**config.mk**
```make
export PLATFORM = sky130hd
export DESIGN_NAME = tt_sweep_gen
export DESIGN_NICKNAME = d
export VERILOG_FILES = /design/src/rtl/tt_sweep_pkg.sv /design/src/rtl/tt_settle_timer.sv /design/src/rtl/tt_sweep_gen.sv
export SDC_FILE = /design/constraint.sdc
export NUM_CORES = 1
export LEC_CHECK = 0
export ABC_AREA = 1
export ABC_CLOCK_PERIOD_IN_PS = 2000
export BUFFER_PORTS_ARGS = -buffer_cell sky130_fd_sc_hd__buf_2
export CORE_MARGIN = 2
export CORE_UTILIZATION = 49
export CTS_CLUSTER_DIAMETER = 100
export DETAILED_ROUTE_END_ITERATION = 6
export PLACE_DENSITY = 0.75
export SLEW_MARGIN = 20
export SYNTH_ARGS = -nofsm -noshare
export SYNTH_HDL_FRONTEND = slang
export SYNTH_SLANG_ARGS = --single-unit
export TNS_END_PERCENT = 5
```
**constraint.sdc**
```tcl
create_clock -name clk -period 2 [get_ports clk]
set_input_delay 0.1 -clock clk [delete_from_list [all_inputs] [get_ports clk]]
set_output_delay 0.1 -clock clk [all_outputs]
set_load 0.03 [all_outputs]
```
**src/rtl/tt_sweep_pkg.sv**
```systemverilog
// Shared types and defaults for the truth-table sweep stages.
package tt_sweep_pkg;

    typedef enum logic [1:0] {IDLE, DRIVE, FINISH} tt_state_t;

    localparam int TT_N_IN_DEF   = 3;
    localparam int TT_SETTLE_DEF = 2;

    function automatic int TT_W(input int n);
        return 2 ** n;
    endfunction

endpackage

```
**src/rtl/tt_settle_timer.sv**
```systemverilog
// Settle-window down-counter: load restarts the window, expire_o is high in its last cycle.
module tt_settle_timer #(
    parameter int SETTLE = 2
) (
    input  logic clk,
    input  logic rst_n,
    input  logic load_i,
    input  logic en_i,
    output logic expire_o
);

    localparam int CW = (SETTLE > 1) ? $clog2(SETTLE) : 1;
    localparam logic [CW-1:0] LOAD_VAL = CW'(SETTLE - 1);

    logic [CW-1:0] cnt_q;

    always_ff @(posedge clk or negedge rst_n) begin
        if (!rst_n) begin
            cnt_q <= '0;
        end else if (load_i) begin
            cnt_q <= LOAD_VAL;
        end else if (en_i && (cnt_q != '0)) begin
            cnt_q <= cnt_q - 1'b1;
        end
    end

    assign expire_o = (cnt_q == '0);

endmodule

```
**src/rtl/tt_sweep_gen.sv**
```systemverilog
// Exhaustive input sweep of a small combinational block, capturing its truth table
// and comparing it against an expected minterm mask.
module tt_sweep_gen
    import tt_sweep_pkg::*;
#(
    parameter int N_IN   = TT_N_IN_DEF,
    parameter int SETTLE = TT_SETTLE_DEF
) (
    input  logic                      clk,
    input  logic                      rst_n,
    input  logic                      start,
    input  logic                      abort,
    input  logic [TT_W(N_IN)-1:0]     expected,
    output logic [N_IN-1:0]           abc_o,
    input  logic                      f_i,
    output logic                      busy,
    output logic                      done,
    output logic [TT_W(N_IN)-1:0]     table_o,
    output logic                      match,
    output logic [N_IN:0]             mismatch_cnt
);

    localparam int W = TT_W(N_IN);
    localparam logic [N_IN:0] LAST_IDX = (N_IN + 1)'(W - 1);

    tt_state_t        state_q;
    logic [N_IN:0]    idx_q;
    logic [N_IN-1:0]  abc_q;
    logic [W-1:0]     exp_q;
    logic [W-1:0]     table_q;
    logic [N_IN:0]    mismatch_q;
    logic             busy_q;
    logic             done_q;
    logic             match_q;

    logic             settle_done;
    logic             last_vec;
    logic [N_IN:0]    idx_d;
    logic [N_IN:0]    mismatch_d;
    logic             tmr_load;
    logic             tmr_en;

    assign last_vec   = (idx_q == LAST_IDX);
    assign idx_d      = idx_q + (N_IN + 1)'(1);
    assign mismatch_d = mismatch_q
                      + {{N_IN{1'b0}}, (f_i != exp_q[idx_q[N_IN-1:0]])};

    // The window restarts on an accepted start and on every advance to a new vector.
    assign tmr_load = !abort
                    && (((state_q == IDLE) && start)
                    ||  ((state_q == DRIVE) && settle_done && !last_vec));
    assign tmr_en   = (state_q == DRIVE);

    tt_settle_timer #(
        .SETTLE (SETTLE)
    ) u_settle_timer (
        .clk      (clk),
        .rst_n    (rst_n),
        .load_i   (tmr_load),
        .en_i     (tmr_en),
        .expire_o (settle_done)
    );

    always_ff @(posedge clk or negedge rst_n) begin
        if (!rst_n) begin
            state_q    <= IDLE;
            idx_q      <= '0;
            abc_q      <= '0;
            exp_q      <= '0;
            table_q    <= '0;
            mismatch_q <= '0;
            busy_q     <= 1'b0;
            done_q     <= 1'b0;
            match_q    <= 1'b0;
        end else begin
            done_q <= 1'b0;
            if (abort) begin
                state_q <= IDLE;
                busy_q  <= 1'b0;
                abc_q   <= '0;
                match_q <= 1'b0;
            end else begin
                case (state_q)
                    IDLE: begin
                        if (start) begin
                            exp_q      <= expected;
                            table_q    <= '0;
                            mismatch_q <= '0;
                            match_q    <= 1'b0;
                            idx_q      <= '0;
                            abc_q      <= '0;
                            busy_q     <= 1'b1;
                            state_q    <= DRIVE;
                        end
                    end
                    DRIVE: begin
                        if (settle_done) begin
                            table_q[idx_q[N_IN-1:0]] <= f_i;
                            mismatch_q               <= mismatch_d;
                            // Match is resolved here so it is already valid in the done cycle.
                            if (last_vec) begin
                                state_q <= FINISH;
                                busy_q  <= 1'b0;
                                done_q  <= 1'b1;
                                abc_q   <= '0;
                                match_q <= (mismatch_d == '0);
                            end else begin
                                idx_q <= idx_d;
                                abc_q <= idx_d[N_IN-1:0];
                            end
                        end
                    end
                    FINISH: begin
                        state_q <= IDLE;
                    end
                    default: begin
                        state_q <= IDLE;
                    end
                endcase
            end
        end
    end

    assign abc_o        = abc_q;
    assign busy         = busy_q;
    assign done         = done_q;
    assign table_o      = table_q;
    assign match        = match_q;
    assign mismatch_cnt = mismatch_q;

endmodule

```
---- Word-level counts from Yosys, hierarchy flattened ----
Index checks and enable logic that the tools add are counted.
word-level totals
  register bits after elaboration ......... 33
  input port bits ......................... 13
  output and inout bits ................... 18
cells by class
  $add $sub $neg .......................... 3
  order comparisons ....................... 2
  equality and inequality tests ........... 9
  mux-type cells .......................... 40
  bitwise gates (word level) .............. 2
  reductions and logical operators ........ 20
operators by type and width
  operator               count
  $mux W1                16
  $mux W4                4
  $mux W8                2
  $pmux W4 S2            2
  $pmux W8 S2            1
  $mux W3                4
  $ne A3 B3 Y1 const B   3
  $reduce_and A3 Y1      3
  $bwmux W8              1
  $mux W2                4
  $reduce_and A4 Y1      2
  $logic_and A1 B1 Y1    6
  $ne A2 B2 Y1 const B   3
  $pmux W3 S2            1
  $reduce_and A5 Y1      1
  $add A4 B1 Y4          1
  $add A4 B1 Y4 const B  1
  $eq A4 B3 Y1 const B   1
  $logic_not A4 Y1       1
  $lt A3 B4 Y1 const B   1
  $pmux W1 S2            2
  $pmux W2 S2            1
  $reduce_bool A2 Y1     2
  $bmux W1 S3            1
  10 further kinds       12

---- Longest topological paths before layout ----
Gate-level depths: netlist of the first run.
  depth after elaboration ................. 9
  depth in mapped cells ................... 17
  mapped depth without buffers ............ 16

---- Hierarchy ----
A second synthesis of the first run with hierarchy kept.
second synthesis, totals
  cell total of the unflattened synthesis .. 211
  area, all modules ....................... 1749.2 µm²
by module, submodules not included
  module           instances  cells each  area each (µm²)
  tt_sweep_gen     1          205         1705.4
  tt_settle_timer  1          6           43.8

---- Least setup slack after synthesis of the first run ----
OpenSTA, ideal clock, no wires.
  kind .................................... reg-to-reg
  start ................................... register idx_q[2]
  end ..................................... register match_q (netlist: match)
  data arrival time ....................... 1.829 ns
  required time ........................... 1.935 ns
  slack ................................... 0.106 ns
  cell stages (with the launch flop) ...... 17
  path buffers ............................ 1
  path through ............................ dfrtp_1 > buf_6 > inv_1 > nor2_1 > nand2_1 > nor2_1 > nor2_1 > nand3_1 > nand2_1 > inv_1 > ha_1 > ha_1 > xnor2_1 > nand4_1 > nor2_1 > nand2_1 > nand2_1
on the way
  longest elaborated chain between the ends .. 9
  elaborated cells on any way between the ends .. 12
  classes of those cells .................. 1 x add/sub; 3 x eq/ne; 6 x mux; 2 x reduce/logical
RTL lines
  element                        RTL line             text
  from (decl)                    tt_sweep_gen.sv:27   logic [N_IN:0] idx_q;
  from (signal assigned)         tt_sweep_gen.sv:108  idx_q <= idx_d;
  $bmux W1 S3                    tt_sweep_gen.sv:46   + {{N_IN{1'b0}}, (f_i != exp_q[idx_q[N_IN-1:0]])};
  $mux W1 (not written as such)  tt_sweep_gen.sv:46
  $ne A1 B1 Y1                   tt_sweep_gen.sv:46
  $add A4 B1 Y4                  tt_sweep_gen.sv:46
  $logic_not A4 Y1               tt_sweep_gen.sv:106  match_q <= (mismatch_d == '0);
  $mux W1                        tt_sweep_gen.sv:101  if (last_vec) begin
  $mux W1                        tt_sweep_gen.sv:97   if (settle_done) begin
  $pmux W1 S2                    tt_sweep_gen.sv:83   case (state_q)
  $mux W1                        tt_sweep_gen.sv:77   if (abort) begin
  to (signal assigned)           tt_sweep_gen.sv:106
  to (decl)                      tt_sweep_gen.sv:34   logic match_q;
Parallel ways exist; a longest one is shown, timed or not. The select of a mux whose other input is x is not followed.
A chain may end at the register's enable or synchronous reset.

---- Worst setup path after layout of the first run ----
Ends and elaborated chain as after synthesis.

==> summary.txt, run 1 <==
Detailed routing
  • Drt drc: 0
  • Top Metal Used: met4
  • First-pass DRT Iterations: 4
  • Metal1 wirelength: between 1.5 and 2 mm
  • Vias per inst: 4.87
  • WL final: roughly 3.5 mm
  • Via count: approximately 1500
  • Met3 wire len: 152 um
  • 1st-iter DRT viols: 67
  • Met2 wire length: between 1.5 and 2 mm
  • Avg WL per Cell: 11.5 um
  • Routed Antenna Nets: 0

Critical path
  • Max incr delay on CP: between 0.4 and 0.5 ns
  • CP max stage cell: dfrtp_1
  • CP bufs+invs: 2
  • Crit-path cells: buf_6 > nor2_4 > nand3_2 > nand2_2 > nor2_2 > nand2_1 > nand2_1 > nand2_2 > inv_2 > ha_4 > ha_4 > xnor2_2 > nand4_1 > nor2_1 > nand2_1 > nand2_1
  • Most used cell, CP: nand2_1
  • Critical Path AT: approximately 2.2 ns
  • Startpoint Class: flip-flop
  • Critical path class: flip-flop to flip-flop
  • Kind of end point of the critical path: flip-flop
  • Crit path max-delay family: simple AND/OR/NAND/NOR gates
  • CP Max Fanout: 5
  • Crit path required time: 2.29 ns

Yosys
  • Ys Warns: 0
  • Top cells by area, synth: dfrtp_1, nand2_1, nand3_1, nor2_1, o21ai_0
  • Synth async-reset ratio: 100%
  • Post-Syn Nets: approximately 220
  • Yosys top cell by area: dfrtp_1
  • Avg Inst Size Synth: ~8.0 um2
  • Distinct cells, synth: 25
  • Yosys reg bits: 33
  • Most used DFF post-synth: dfrtp_1
  • Synth top cells by count: nand2_1, dfrtp_1, nor2_1
  • Most common cell in the netlist: nand2_1
  • Syn Inst Count: 206
  • Post-synth top area share: roughly half
  • Register area share after synthesis: between 50% and 60%
  • Mapped Area: around 0.0017 mm2
  • Post-synth EDFFs: 0

STA
  • Final Critical Period: just under 2 ns
  • Total Neg Setup Slack: 0 ns
  • Fin Clk Skew: ~0.0056 ns
  • Min Hold Slack: ~0.000038 ns
  • Final period util: about 96%
  • Tightest slew margin relative to the limit: 52.5%
  • Final hold violation count: 0
  • Unrepaired setup endpoints after global routing: yes
  • Final setup vio count: 0
  • Max Clk Rate: around 520 MHz
  • Final Max Tran Viols: 0
  • Worst-Margin Slew: a little over 0.7 ns

Pwr
  • Cell Int Power: between 1000 and 1500 uW
  • Net Sw Power: ~1100 uW
  • Sequential power share: 40.6%
  • Clock share of power: 14.4%
  • Pleak: around 0.0011 uW
  • Power per cell area: roughly 1200 mW/mm2
  • Logic pwr share: a little under half
  • Switching portion of total power: between 40% and 50%
  • Worst IR Drop VDD: 0.531 mV

Global route
  • First-pass GRT wire length: roughly 5.6 mm
  • Antenna violations before repair: 0
  • Overflow after GRT: 0
  • Vias in the first global route: between 1000 and 1500
  • Largest net degree at the start of global routing: 34
  • Total GRT Usage: around a fifth

Clock tree
  • CTS tree: yes
  • Clock sinks: 33
  • Clock Path Buffers: 2
  • Worst-Skew Late Latency: about 0.34 ns
  • Clock buffer count from CTS: 5
  • H-tree depth: 2
  • Root Buffer: clkbuf_4
  • Clock-pin slew on the worst setup and hold paths: roughly 0.090 ns

Die
  • CORE AREA: 0.00328 mm2
  • Ports: 31
  • Die X: ~62 um
  • Die height: just over 60 um
  • DIE AREA: between 0.003 and 0.004 mm2
  • Rows: 21
  • Starting Density: 50.3%

Finish
  • Antenna cells: 0
  • Nets: roughly 270
  • Share of cells above drive strength 1: 27.6%
  • Final std cells w/o fill: 300
  • Layout Utilization: 63.0%
  • P&R area growth vs syn: 25.4%

Placement
  • Placer Congestion: 0.854
  • Placed cells: 281
  • Placed wire-length estimate: about 2.4 mm
  • PortBufs: 30

Run
  • Max_cap viols: 0

Hold path
  • HP Class: input pin to flip-flop

Status
  • Status: complete, no violations
through the flow:
step / total power (uW) / setup slack, ns / instance area, um2
6_report: 2460 / 0.0763 / 2070
5_1_grt: 2700 / -0.101 / 2070
4_1_cts: 2360 / 0.0379 / 1990
3_5_place_dp: 1990 / -0.0335 / 1860
3_3_place_gp: 1970 / 0.0578 / 1860
2_1_floorplan: 1740 / 0.106 / 1650
placed cells by master (no fill, tap or decap), drive strengths merged:
master	Yosys	routed
xnor2	1	1
xor2	1	1
nand3	20	20
o21ai	17	17
dfrtp	33	33
or2	1	1
nor4	2	2
dlygate4sd3	0	9
nand4	8	8
inv	17	17
ha	3	3
nand2	64	64
buf	5	38
nor2	24	24
nor3	6	6
nand3b	1	1
clkbuf	2	8
a21oi	1	1
flip-flops by register name, indices dropped and copies added, names as in the netlist:
register and cells:
abc_o 3, busy 1, done 1, exp_q 8
idx_q 4, match 1, mismatch_cnt 4, state_q 2
table_o 8, u_settle_timer.cnt_q 1
worst paths after layout:
path	depth (start not counted)	endpoint	from	slack (ns)
min in group asynchronous	2	exp_q[5]$_DFFE_PN0P_	rst_n	0.34
max	16	match$_DFFE_PN0P_	idx_q[2]$_DFFE_PN0P_	0.08
max in group asynchronous	2	idx_q[1]$_DFFE_PN0P_	rst_n	1.17
max reg2reg	16	match$_DFFE_PN0P_	idx_q[2]$_DFFE_PN0P_	0.08
min reg2reg	2	table_o[3]$_DFFE_PN0P_	table_o[3]$_DFFE_PN0P_	0.48
min	3	exp_q[5]$_DFFE_PN0P_	expected[5]	0.00004
cells by family after synthesis:
logic type | Yosys count | synth area share (%)
XOR/XNOR | 2 | 1.06
flip-flops | 33 | 50.0
AO/OA/AOI/OAI | 18 | 5.68
AND/OR/NAND/NOR | 126 | 34.0
adder cells (fa/ha/maj) | 3 | 2.27
buffers and inverters | 24 | 6.97
power by group through the flow:
stage,clock network (uW),registers (uW),logic (uW)
2_1_floorplan,0,1060,674
3_3_place_gp,0,985,985
3_5_place_dp,0,991,1000
4_1_cts,360,980,1020
5_1_grt,412,1030,1250
6_report,354,1000,1110
final cells by class:
type | instances | area, um2
clock buffers | 8 | 48.8
fillers | 294 | 1210
inverters | 17 | 68.8
multi-input cells | 149 | 766
flip-flops and latches | 33 | 828
well taps | 46 | 57.6
repair buffers | 47 | 302
worst reg2reg max path: stages (launching register included):
cell and delay, ns:
dfrtp_1 0.42, buf_6 0.15, nor2_4 0.09, nand3_2 0.07
nand2_2 0.08, nor2_2 0.04, nand2_1 0.05, nand2_1 0.05
nand2_2 0.07, inv_2 0.04, ha_4 0.15, ha_4 0.16
xnor2_2 0.17, nand4_1 0.11, nor2_1 0.11, nand2_1 0.05
nand2_1 0.05
routing by layer:
| metal | vias to the layer above | global-route usage, % |
|---|---|---|
| li1 | 768 | - |
| met1 | 651 | 26.5 |
| met2 | 33 | 31.7 |
| met4 | 0 | 6.69 |
| met5 | - | 0 |
| met3 | 9 | 7.66 |
what timing repair did:
action,CTS,global route
gates resized for setup,2,16
hold buffers,8,1
setup endpoints to repair,1,3
cloned,0,1
endpoints found under the hold margin,41,1
pin swaps,1,7
buffers inserted,0,1
Power figures use the tool's default switching activity.
==> run 2: changes to the inputs <==
--- a/config.mk
+++ b/config.mk
@@ -8,6 +8,7 @@
 export ABC_AREA = 1
 export ABC_CLOCK_PERIOD_IN_PS = 2000
 export BUFFER_PORTS_ARGS = -buffer_cell sky130_fd_sc_hd__buf_2
+export CORE_ASPECT_RATIO = 1.25
 export CORE_MARGIN = 2
 export CORE_UTILIZATION = 49
 export CTS_CLUSTER_DIAMETER = 100
==> summary.txt, run 2 (synthesis results as in run 1) <==
STA
  • Total Neg Setup Slack: 0 ns
  • Final setup vio count: 0
  • Final Critical Period: 1.91 ns
  • Final period util: approximately 95%
  • Worst-Margin Slew: roughly 0.70 ns
  • Final Max Tran Viols: 0
  • Tightest slew margin relative to the limit: a little over half
  • Fin Clk Skew: about 0.0043 ns
  • Max Clk Rate: 524 MHz
  • Final hold violation count: 0
  • Unrepaired setup endpoints after global routing: yes

Detailed routing
  • Routed Antenna Nets: 0
  • 1st-iter DRT viols: 38
  • Drt drc: 0
  • Avg WL per Cell: ~13 um
  • Vias per inst: 5.31
  • First-pass DRT Iterations: 4
  • WL final: around 3.7 mm
  • Via count: between 1500 and 2000

Die
  • CORE AREA: around 0.0032 mm2
  • Rows: 23
  • Die X: roughly 56 um
  • Ports: 31
  • Die height: between 60 and 70 um
  • DIE AREA: roughly 0.0039 mm2
  • Starting Density: 51.2%

Critical path
  • Crit path required time: ~2.2 ns
  • CP bufs+invs: 1
  • Startpoint Class: flip-flop
  • CP Max Fanout: 6
  • Kind of end point of the critical path: flip-flop
  • Critical path class: flip-flop to flip-flop
  • Crit-path cells: nor2_4 > nand2_1 > nor2_1 > nor2_2 > nand2_1 > nand2_1 > nand2_1 > inv_1 > ha_4 > ha_4 > xnor2_2 > nand4_1 > nor2_1 > nand2_1 > nand2_1
  • RR Startpoint: idx_q[1]$_DFFE_PN0P_
  • R2R Setup Slk: between 0.09 and 0.1 ns
  • Crit path max-delay family: simple AND/OR/NAND/NOR gates
  • Most used cell, CP: nand2_1
  • Reg2Reg Depth: 15
  • CP max stage cell: dfrtp_2
  • Worst r2r dst: match$_DFFE_PN0P_
  • CP Depth: 15
  • Critical Path AT: between 2 and 2.5 ns
  • Max incr delay on CP: ~0.47 ns

Global route
  • Overflow after GRT: 0
  • Antenna violations before repair: 0
  • First-pass GRT wire length: just under 6 mm
  • Largest net degree at the start of global routing: 34
  • Total GRT Usage: 19.9%
  • Vias in the first global route: 1325

Finish
  • Fillcell total: 283
  • Most common cell after layout, fill and taps aside: nand2_1
  • P&R area growth vs syn: 24.6%
  • Nets: roughly 260
  • Antenna cells: 0
  • Most frequent cells in the layout: nand2_1, dfrtp_1, buf_2
  • Final std cells w/o fill: approximately 290
  • Share of cells above drive strength 1: between 20% and 30%
  • Multi-input logic area: roughly 760 um2
  • Sequential Area: around 830 um2

Placement
  • PortBufs: 30
  • Placer Congestion: 0.847
  • Placed wire-length estimate: between 2 and 3 mm
  • Placed cells: 271

Hold path
  • Min-Delay Endpoint: exp_q[2]$_DFFE_PN0P_
  • Hold path startpoint: expected[2]
  • Hold depth: 3
  • HP Class: input pin to flip-flop

Clock tree
  • Clock-pin slew on the worst setup and hold paths: roughly 0.070 ns
  • Root Buffer: clkbuf_8
  • Clock buffer count from CTS: 5
  • Worst-Skew Late Latency: roughly 0.29 ns
  • Clock sinks: 33
  • Clock Path Buffers: 2
  • H-tree depth: 2
  • CTS tree: yes

Pwr
  • Worst IR Drop VDD: around 0.9 mV
  • Power per cell area: 1340 mW/mm2
  • Pleak: 0.00112 uW

Run
  • Max_cap viols: 0

Status
  • Status: complete, no violations
-- run 2: area by class of cell --
type                       count  share of cell area (%)
clock buffer                   7                    4.19
sequential                    33                    40.2
tap                           37                    2.25
inverter                      17                    3.22
timing repair buffer          41                    11.8
clock inverter                 1                    1.46
multi-input combinational    149                    36.8
-- run 2: what timing repair did --
| action | CTS | global route |
|---|---|---|
| hold buffers | 1 | 0 |
| setup buffers | 1 | 4 |
| endpoints found under the hold margin | 33 | 0 |
| pin swaps | 0 | 5 |
| gates resized for setup | 2 | 18 |
| endpoints found under the setup margin | 1 | 4 |
-- run 2: worst max-delay path by stage --
stage	startpoint	endpoint	slack, ns
floorplan	idx_q[2]$_DFFE_PN0P_	match$_DFFE_PN0P_	0.11
global placement	idx_q[0]$_DFFE_PN0P_	match$_DFFE_PN0P_	0.04
global route	idx_q[1]$_DFFE_PN0P_	match$_DFFE_PN0P_	-0.11
detailed placement	idx_q[0]$_DFFE_PN0P_	match$_DFFE_PN0P_	-0.004
finish	idx_q[1]$_DFFE_PN0P_	match$_DFFE_PN0P_	0.09
CTS	idx_q[1]$_DFFE_PN0P_	match$_DFFE_PN0P_	0.006
-- run 2: through the flow --
stage / util [%] / instance area, um2 / power, uW / hold WS, ns / setup WS, ns
global placement: 57.0 / 1840 / 1960 / 0.187 / 0.0443
global route: 63.9 / 2060 / 2980 / 0.0533 / -0.110
finish: 63.9 / 2060 / 2760 / 0.0375 / 0.0925
floorplan: - / 1650 / 1740 / -0.196 / 0.106
CTS: 61.2 / 1970 / 2650 / 0.0356 / 0.00638
detailed placement: 57.0 / 1840 / 1980 / 0.196 / -0.00381
-- run 2: metal layers --
metal	vias to the layer above	wire [um]	global-route usage (%)
met5	-	0	0
met4	0	142	12.2
met3	12	190	5.04
met2	47	1780	33.5
met1	695	1550	23.3
li1	760	-	-
-- run 2: worst register-to-register path, cell delays in order (launching register included) --
cell	delay (ns)
dfrtp_2	0.47
nor2_4	0.14
nand2_1	0.06
nor2_1	0.14
nor2_2	0.07
nand2_1	0.06
nand2_1	0.04
nand2_1	0.05
inv_1	0.06
ha_4	0.16
ha_4	0.15
xnor2_2	0.13
nand4_1	0.10
nor2_1	0.11
nand2_1	0.05
nand2_1	0.05
-- run 2: report_power, final --
| part | switching, uW | total, uW | internal [uW] |
|---|---|---|---|
| Combinational | 724 | 1120 | 392 |
| Clock | 241 | 647 | 406 |
| Sequential | 148 | 996 | 848 |
| Total | 1110 | 2760 | 1650 |
